## config.mk

```make
export PLATFORM = sky130hd
export DESIGN_NAME = mult_dispatch_flat
export DESIGN_NICKNAME = d
export VERILOG_FILES = /design/src/rtl/mult_dispatch_if.sv /design/src/rtl/mult_dispatch.sv /design/src/flat_wrapper.sv
export SDC_FILE = /design/constraint.sdc
export NUM_CORES = 1
export LEC_CHECK = 0
export ABC_AREA = 0
export CAP_MARGIN = 20
export CORE_MARGIN = 10
export CORE_UTILIZATION = 43
export CTS_BUF_LIST = sky130_fd_sc_hd__clkbuf_8
export CTS_CLUSTER_SIZE = 12
export DETAILED_ROUTE_END_ITERATION = 6
export GPL_TIMING_DRIVEN = 0
export PLACE_DENSITY = 0.78
export SETUP_SLACK_MARGIN = 0.15
export SYNTH_ARGS = -nofsm -noshare
export SYNTH_HDL_FRONTEND = slang
export SYNTH_SLANG_ARGS = --single-unit
export TNS_END_PERCENT = 5
```

## constraint.sdc

```tcl
create_clock -name clk -period 3.09 [get_ports clk]
set_input_delay 0.309 -clock clk [delete_from_list [all_inputs] [get_ports clk]]
set_output_delay 0.309 -clock clk [all_outputs]
set_load 0.05 [all_outputs]
```

## src/rtl/mult_dispatch_if.sv

```systemverilog
// Operand/multiplier/result bundle for mult_dispatch.
// master = dispatcher side, slave = environment side.
interface mult_dispatch_if;
  logic        in_valid;
  logic        in_ready;
  logic [7:0]  in_x;
  logic [7:0]  in_y;
  logic [7:0]  mul_x;
  logic [7:0]  mul_y;
  logic        mul_start;
  logic [15:0] mul_result;
  logic        mul_ready;
  logic        res_valid;
  logic        res_ready;
  logic [15:0] res_data;
  logic        res_err;

  modport master (
    input  in_valid, in_x, in_y,
    input  mul_result, mul_ready,
    input  res_ready,
    output in_ready, mul_x, mul_y, mul_start,
    output res_valid, res_data, res_err
  );

  modport slave (
    output in_valid, in_x, in_y,
    output mul_result, mul_ready,
    output res_ready,
    input  in_ready, mul_x, mul_y, mul_start,
    input  res_valid, res_data, res_err
  );
endinterface

```

## src/rtl/mult_dispatch.sv

```systemverilog
// Stream front-end for the 8x8 sequential multiplier with timeout abort.
// Optional result accumulator: define MULT_DISPATCH_ACC_EN.
module mult_dispatch #(
  parameter int GUARD_CYC = 2,
  parameter int TIMEOUT   = 64,
  parameter int CNT_W     = 8
) (
  input  logic             clk,
  input  logic             reset,
  mult_dispatch_if.master  io,
  output logic             busy,
  output logic [CNT_W-1:0] op_count
`ifdef MULT_DISPATCH_ACC_EN
  ,
  input  logic             acc_clr,
  output logic [23:0]      acc_data
`endif
);

  localparam int WC_W = $clog2(TIMEOUT + 1);

  typedef enum logic [1:0] {
    IDLE, START, WAIT, DONE
  } state_e;

  state_e           state_q, state_d;
  logic [WC_W-1:0]  wcnt_q, wcnt_d;
  logic [7:0]       mx_q, mx_d;
  logic [7:0]       my_q, my_d;
  logic             rv_q, rv_d;
  logic [15:0]      rd_q, rd_d;
  logic             re_q, re_d;
  logic [CNT_W-1:0] cnt_q, cnt_d;
  logic             hit;
  logic             tmo;
  logic             hs;

  // ready may still be high from the previous product right after start
  assign hit = io.mul_ready && (wcnt_q >= WC_W'(GUARD_CYC));
  assign tmo = (wcnt_q == WC_W'(TIMEOUT - 1));
  assign hs  = (state_q == DONE) && io.res_ready;

  always_comb begin
    state_d = state_q;
    wcnt_d  = wcnt_q;
    mx_d    = mx_q;
    my_d    = my_q;
    rv_d    = rv_q;
    rd_d    = rd_q;
    re_d    = re_q;
    cnt_d   = cnt_q;
    unique case (state_q)
      IDLE: begin
        if (io.in_valid) begin
          mx_d    = io.in_x;
          my_d    = io.in_y;
          state_d = START;
        end
      end
      START: begin
        wcnt_d  = '0;
        state_d = WAIT;
      end
      WAIT: begin
        wcnt_d = wcnt_q + 1'b1;
        if (hit) begin
          rd_d    = io.mul_result;
          re_d    = 1'b0;
          rv_d    = 1'b1;
          state_d = DONE;
        end else if (tmo) begin
          rd_d    = 16'hFFFF;
          re_d    = 1'b1;
          rv_d    = 1'b1;
          state_d = DONE;
        end
      end
      DONE: begin
        if (io.res_ready) begin
          rv_d    = 1'b0;
          cnt_d   = cnt_q + 1'b1;
          state_d = IDLE;
        end
      end
      default: state_d = IDLE;
    endcase
  end

  always_ff @(posedge clk or negedge reset) begin
    if (!reset) begin
      state_q <= IDLE;
      wcnt_q  <= '0;
      mx_q    <= '0;
      my_q    <= '0;
      rv_q    <= 1'b0;
      rd_q    <= '0;
      re_q    <= 1'b0;
      cnt_q   <= '0;
    end else begin
      state_q <= state_d;
      wcnt_q  <= wcnt_d;
      mx_q    <= mx_d;
      my_q    <= my_d;
      rv_q    <= rv_d;
      rd_q    <= rd_d;
      re_q    <= re_d;
      cnt_q   <= cnt_d;
    end
  end

  assign io.in_ready  = (state_q == IDLE);
  assign io.mul_start = (state_q == START);
  assign io.mul_x     = mx_q;
  assign io.mul_y     = my_q;
  assign io.res_valid = rv_q;
  assign io.res_data  = rd_q;
  assign io.res_err   = re_q;
  assign busy         = (state_q != IDLE);
  assign op_count     = cnt_q;

`ifdef MULT_DISPATCH_ACC_EN
  logic [23:0] acc_q, acc_d;

  // clear and accumulate compose: a clear with a handshake loads the product
  always_comb begin
    acc_d = acc_clr ? 24'h0 : acc_q;
    if (hs && !re_q)
      acc_d = acc_d + {8'h0, rd_q};
  end

  always_ff @(posedge clk or negedge reset) begin
    if (!reset) acc_q <= '0;
    else        acc_q <= acc_d;
  end

  assign acc_data = acc_q;
`else
  logic unused_hs;
  assign unused_hs = hs;
`endif

endmodule

```

## src/flat_wrapper.sv

```systemverilog
// flat-port wrapper written by rule: the top's interface ports become plain ports
module mult_dispatch_flat 
#(
  parameter int GUARD_CYC = 2,
  parameter int TIMEOUT   = 64,
  parameter int CNT_W     = 8
)
  (clk, reset, busy, op_count, io_in_valid, io_in_x, io_in_y, io_mul_result, io_mul_ready, io_res_ready, io_in_ready, io_mul_x, io_mul_y, io_mul_start, io_res_valid, io_res_data, io_res_err);
  mult_dispatch_if io_i ();
  input  logic clk;
  input  logic reset;
  output logic busy;
  output logic [CNT_W-1:0] op_count;
  input wire logic [$bits(io_i.in_valid)-1:0] io_in_valid;
  input wire logic [$bits(io_i.in_x)-1:0] io_in_x;
  input wire logic [$bits(io_i.in_y)-1:0] io_in_y;
  input wire logic [$bits(io_i.mul_result)-1:0] io_mul_result;
  input wire logic [$bits(io_i.mul_ready)-1:0] io_mul_ready;
  input wire logic [$bits(io_i.res_ready)-1:0] io_res_ready;
  output wire logic [$bits(io_i.in_ready)-1:0] io_in_ready;
  output wire logic [$bits(io_i.mul_x)-1:0] io_mul_x;
  output wire logic [$bits(io_i.mul_y)-1:0] io_mul_y;
  output wire logic [$bits(io_i.mul_start)-1:0] io_mul_start;
  output wire logic [$bits(io_i.res_valid)-1:0] io_res_valid;
  output wire logic [$bits(io_i.res_data)-1:0] io_res_data;
  output wire logic [$bits(io_i.res_err)-1:0] io_res_err;
  assign io_i.in_valid = io_in_valid;
  assign io_i.in_x = io_in_x;
  assign io_i.in_y = io_in_y;
  assign io_i.mul_result = io_mul_result;
  assign io_i.mul_ready = io_mul_ready;
  assign io_i.res_ready = io_res_ready;
  assign io_in_ready = io_i.in_ready;
  assign io_mul_x = io_i.mul_x;
  assign io_mul_y = io_i.mul_y;
  assign io_mul_start = io_i.mul_start;
  assign io_res_valid = io_i.res_valid;
  assign io_res_data = io_i.res_data;
  assign io_res_err = io_i.res_err;
  mult_dispatch #(.GUARD_CYC(GUARD_CYC), .TIMEOUT(TIMEOUT), .CNT_W(CNT_W)) u_core (.clk(clk), .reset(reset), .io(io_i), .busy(busy), .op_count(op_count));
endmodule
```

==> impl_metrics.ini, run 1 <==
[setup_path]
crit_start = u_core.wcnt_q[1]
crit_buf_inv = 1
critPathRequiredTime_ps = 3280
endpoint_kind = register
crit_fanout = 10
cp_top_family = compound AO/OA/AOI/OAI gates
worstPathCellList = ha_1 > or4_4 > o41ai_4 > a21oi_2 > buf_2 > o22a_1
startpoint_type = register
cpMaxStageDelayCell = or4_4
path_depth = 6
rr_worst_depth = 6
r2r_start = u_core.wcnt_q[1]
crit_type = register to register
cp_slowest_stage_delay_ps = 490
cp_data_arrival_time_ps = 2430

[synth]
synth.largest_area_cell = dfrtp_1
yosysTopAreaCellShare_pct = 59.0
synthCells = 165
synth_ff_type = dfrtp_1
avgSynthCellArea_um2 = 13.1
synthTopCellsByCount = dfrtp_1, mux2_2, o22a_1, inv_1, ha_1
yosysWarnings = 0
syn_area_um2 = 2160
syn_nets = 209
ys_ff_latch = 51
synthDistinctLibCells = 34
yosysSeqAreaShare_pct = 59.0
synth-edff-count = 0
async_flop_share_pct = 100
yosysMostFrequentCell = dfrtp_1
yosys-top-cells-area = dfrtp_1, mux2_2, o22a_1, ha_1, xnor2_1

[clock_network]
cts_sinks = 51
cts_setup_buffers = 0
cts_resized = 0
clkSlewWorstSetupHoldPaths_ps = 90
cts_made_buffers = 5
cts.path.max_buffers = 2
cts_root_buffer = clkbuf_8
htree_levels = 2
cts_tree = yes
clock_insertion_delay_worst_skew_ps = 290

[finish]
fin_cells = 321
fin_area_um2 = 3160
layout.nets = 299
drive_gt1_share_pct = 12.2
diodes = 0
multi_input_area_um2 = 815
area_growth_pct = 46.0
seq_area_um2 = 1280
utilization_pct = 66.0
n_fill_cell = 392

[sta]
maxSlewViolCount = 0
skew_ps = 6.89
clock.fmax_ghz = 0.446
worst_pin_slew_ps = 575
holdWs_ps = 470
setup-tns-final_ps = 0
finalHoldViolCount = 0
period_share_pct = 72.6
final.setup.worst_slack_ps = 847
finalSetupViolations = 0
slew_headroom_pct = 61.6
fin_crit_ps = 2240
rsz0062_at_grt = false

[run_status]
status = completed

[floorplan]
die_x_um = 90.9
core_area_um2 = 4790
ios = 82
start_util_pct = 45.2
dieHeight_um = 90.9
rows = 25
dieArea_um2 = 8270

[grt]
antenna_found_initial = 0
grt_max_degree = 36
grt_pass1_wl_um = 8360
grt_use_total_pct = 12.3
grt_pass1_vias = 1665
overflow = 0

[routing]
wl_um = 5180
drc_errors = 0
wire_per_inst_um = 16.1
vias = 1599
drtAntennaViolNets = 0
via_per_inst = 4.98
dr.pass1.iters = 4
drt-initial-drc-count = 47

[place]
placed_cells = 314
dp_hpwl_um = 3970
pre_cts_slack_ps = 852
portBuffers = 81
place_congestion = 0.763
placed_area_um2 = 3070

[power]
power_density_nw_per_um2 = 1160
total_power_mw = 3.66
ir_worst_vdd_v = 0.000615
leakage_nw = 1.30

[min_path]
hold_class = primary input to asynchronous set/reset pin

[job]
cap_violations = 0
## registers in the layout, indices dropped and copies added (netlist names)
name,count
u_core.io.res_data,16
u_core.io.mul_x,8
u_core.io.mul_y,8
u_core.op_count,8
u_core.wcnt_q,7
u_core.state_q,2
u_core.io.res_err,1
u_core.io.res_valid,1
## per-layer routing
metal | routed length, um | global-route usage (%) | up-vias | share of wire, %
met5 | 0 | 0 | - | 0
met4 | 20 | 2.74 | 0 | 0.39
met3 | 628 | 7.82 | 2 | 12
met2 | 2430 | 19.8 | 50 | 47
met1 | 2110 | 13.4 | 778 | 41
li1 | - | - | 769 | -
## cells by family (layout without fill, tap and decap cells)
family / count (synthesis) / count (layout) / share of synthesized area, %
compound gates: 31 / 31 / 12.0
flops: 51 / 51 / 59.0
simple gates: 33 / 33 / 8.56
buf+inv: 16 / 105 / 3.35
fa+ha+maj: 7 / 7 / 4.05
mux: 19 / 19 / 9.83
xor+xnor: 8 / 8 / 3.24
## path summary, 6_finish.rpt
kind                                               end  slack [ps]
worst max-delay path            u_core.io.res_data[13]         850
worst min-delay path                 u_core.state_q[0]         470
worst max register to register  u_core.io.res_data[13]         850
min in group clk                    u_core.op_count[7]         470
max in group asynchronous             u_core.wcnt_q[6]        2100
worst min register to register      u_core.op_count[7]         470
## cells in the final DEF, fill, tap and decap left out, types with 4 or more instances in the layout
cell | netlist | layout
clkdlybuf4s50_1 | 0 | 80
dfrtp_1 | 51 | 51
mux2_2 | 17 | 17
o22a_1 | 16 | 16
inv_1 | 10 | 10
ha_1 | 7 | 7
nand3_1 | 6 | 6
xnor2_1 | 5 | 5
nand2_1 | 5 | 5
o21ai_0 | 5 | 5
clkbuf_8 | 0 | 5
and3_1 | 4 | 4
nor2_1 | 4 | 4
## power by group
part / total, mW / internal (mW) / switching, mW
logic: 2.20 / 0.802 / 1.40
clock network: 0.358 / 0.151 / 0.207
registers: 1.10 / 0.940 / 0.165
total: 3.66 / 1.89 / 1.77
## cell type report
class	instances	area share, %
sequential	51	40.4
multi-input combinational	98	25.8
clock inverter	1	0.238
timing repair buffer	83	26.5
clock buffer	5	2.18
inverter	10	1.19
buffer	6	1.11
tap	67	2.65
## repair_timing
action | CTS | global route
hold endpoints to repair | 16 | 0
setup endpoints to repair | 0 | 0
hold buffers | 1 | 0
Power figures use the tool's default switching activity.
==> run 2, diff against run 1 <==
CORE_UTILIZATION = 41   (was 43)
clock period = 1.8 ns   (was 3.09 ns; I/O delays follow)
==> run 2 against run 1 <==
Effect of this change:
- the flow now finishes with violations (negative setup slack)
- register-to-register slack lost 1100 ps
- routed wire length grew 8.8%
- global-route usage grew 0.79 points
- combinational power grew 70%
- clock power grew to 2.6 times the previous value
- non-clock buffer count grew 7
- sequential power grew 72%
- clock skew shrank 1.1 ps
- cell count grew 3.7%
- die area grew 3.8%
- setup slack lost 1100 ps
- cell area grew 5.1%
- critical endpoint is now u_core.state_q[1]
- largest power group unchanged
- highest routed layer unchanged
==> impl_metrics.ini, run 2 (synthesis results as in run 1) <==
[routing]
vias = 1690
wire_per_inst_um = 16.9
drc_errors = 0
dr.pass1.iters = 4
drtAntennaViolNets = 0
drt-initial-drc-count = 47
wl_um = 5640
via_per_inst = 5.08

[grt]
antenna_found_initial = 0
overflow = 0
grt_pass1_vias = 1823
grt_use_total_pct = 13.1
grt_max_degree = 32
grt_pass1_wl_um = 9110

[floorplan]
dieArea_um2 = 8580
rows = 26
ios = 82
core_area_um2 = 5110
dieHeight_um = 92.6
start_util_pct = 42.4
die_x_um = 92.6

[power]
pwr-share-comb_pct = 57.0
p_int_mw = 3.41
power_density_nw_per_um2 = 1970
pwr-share-clk_pct = 14.2
p_seq_share_pct = 28.8
leakage_nw = 1.45
p_sw_share_pct = 47.9
switching_power_mw = 3.14
ir_worst_vdd_v = 0.00106

[finish]
mostFrequentLayoutCell = dfrtp_1
drive_gt1_share_pct = 20.5
diodes = 0
layout.nets = 306
final_cell_mix = dfrtp_1, dlygate4sd2_1, clkdlybuf4s50_1, mux2_2, o22a_1
area_growth_pct = 53.5
utilization_pct = 65.0
largest_reg_flops = 16

[place]
portBuffers = 81
dp_hpwl_um = 4110
pre_cts_slack_ps = -439
place_congestion = 0.788

[min_path]
hold_class = primary input to asynchronous set/reset pin

[clock_network]
cts_tree = yes
htree_levels = 2
cts_sinks = 51
clock_insertion_delay_worst_skew_ps = 300
cts_root_buffer = clkbuf_8
clkSlewWorstSetupHoldPaths_ps = 90
cts.path.max_buffers = 2
cts_made_buffers = 5

[setup_path]
cp_slowest_stage_delay_ps = 420
cp_data_arrival_time_ps = 2250
crit_fanout = 5
endpoint_kind = register
cpMaxStageDelayCell = or3_4
crit_type = register to register
startpoint_type = register
worstPathCellList = buf_4 > ha_1 > nand4_1 > or3_4 > a311oi_4 > mux2_4
critPathRequiredTime_ps = 2000

[run_status]
status = finished, violations left
violations = negative setup slack

[sta]
finalHoldViolCount = 0
worst_pin_slew_ps = 529
skew_ps = 5.83
clock.fmax_ghz = 0.487
slew_headroom_pct = 64.9
period_share_pct = 114
maxSlewViolCount = 0
finalSetupViolations = 20
rsz0062_at_grt = true
fin_crit_ps = 2050
final.setup.worst_slack_ps = -253

[job]
cap_violations = 0
run 2: power by group through the flow:
| stage | Combinational [mW] | Clock (mW) | Sequential [mW] |
|---|---|---|---|
| after floorplan | 1.05 | 0 | 3.38 |
| after global placement | 3.77 | 0 | 1.90 |
| after detailed placement | 3.82 | 0 | 1.93 |
| after CTS | 3.66 | 0.953 | 1.89 |
| after global routing | 3.96 | 0.987 | 1.95 |
| final | 3.73 | 0.932 | 1.89 |
run 2: repair_timing:
action,in CTS,in global routing
gates cloned,1,0
pin swaps,3,4
endpoints found under the hold margin,20,0
hold buffers,1,0
resized for setup,63,14
buffers inserted,6,0
setup endpoints to repair,73,36
run 2: area by class of cell:
type / count / area [um2]
fillers: 413 / 1790
inverters: 10 / 41.3
plain buffers: 6 / 51.3
repair buffers: 90 / 855
flip-flops and latches: 51 / 1280
well taps: 70 / 87.6
clock buffers: 5 / 68.8
multi-input cells: 98 / 876
clock inverters: 3 / 63.8
run 2: critical path: cells and delay by family, from the launching register on:
family	cells	cell delay (ps)
simple gates	2	570
flops	1	390
compound gates	1	330
mux	1	330
fa+ha+maj	1	200
buf+inv	1	120
run 2: metal layers:
layer / GRT usage (%) / wire length [um] / vias up
li1: - / - / 783
met1: 13.3 / 2100 / 829
met2: 22.0 / 2740 / 63
met3: 7.59 / 677 / 15
met4: 4.50 / 123 / 0
met5: 0 / 0 / -
run 2: worst paths after layout:
check | start | end | slack, ps | cells after the start
worst max register to register | u_core.wcnt_q[1] | u_core.state_q[1] | -250 | 6
min in group clk | u_core.op_count[7] | u_core.op_count[7] | 470 | 1
worst max-delay path | u_core.wcnt_q[1] | u_core.state_q[1] | -250 | 6
max in group asynchronous | reset | u_core.wcnt_q[0] | 880 | 3
worst min register to register | u_core.op_count[7] | u_core.op_count[7] | 470 | 1
worst min-delay path | reset | u_core.op_count[6] | 380 | 2
run 2: per-stage QoR:
step	instance area, um2	power, mW	TNS (ps)	instances	hold slack (ps)
after floorplan	2170	4.43	-2910	165	-116
after global placement	3070	5.67	-60030	316	462
after detailed placement	3080	5.76	-8420	317	188
after CTS	3290	6.51	-5160	333	398
after global routing	3320	6.90	-5580	333	439
final	3320	6.56	-3860	333	379
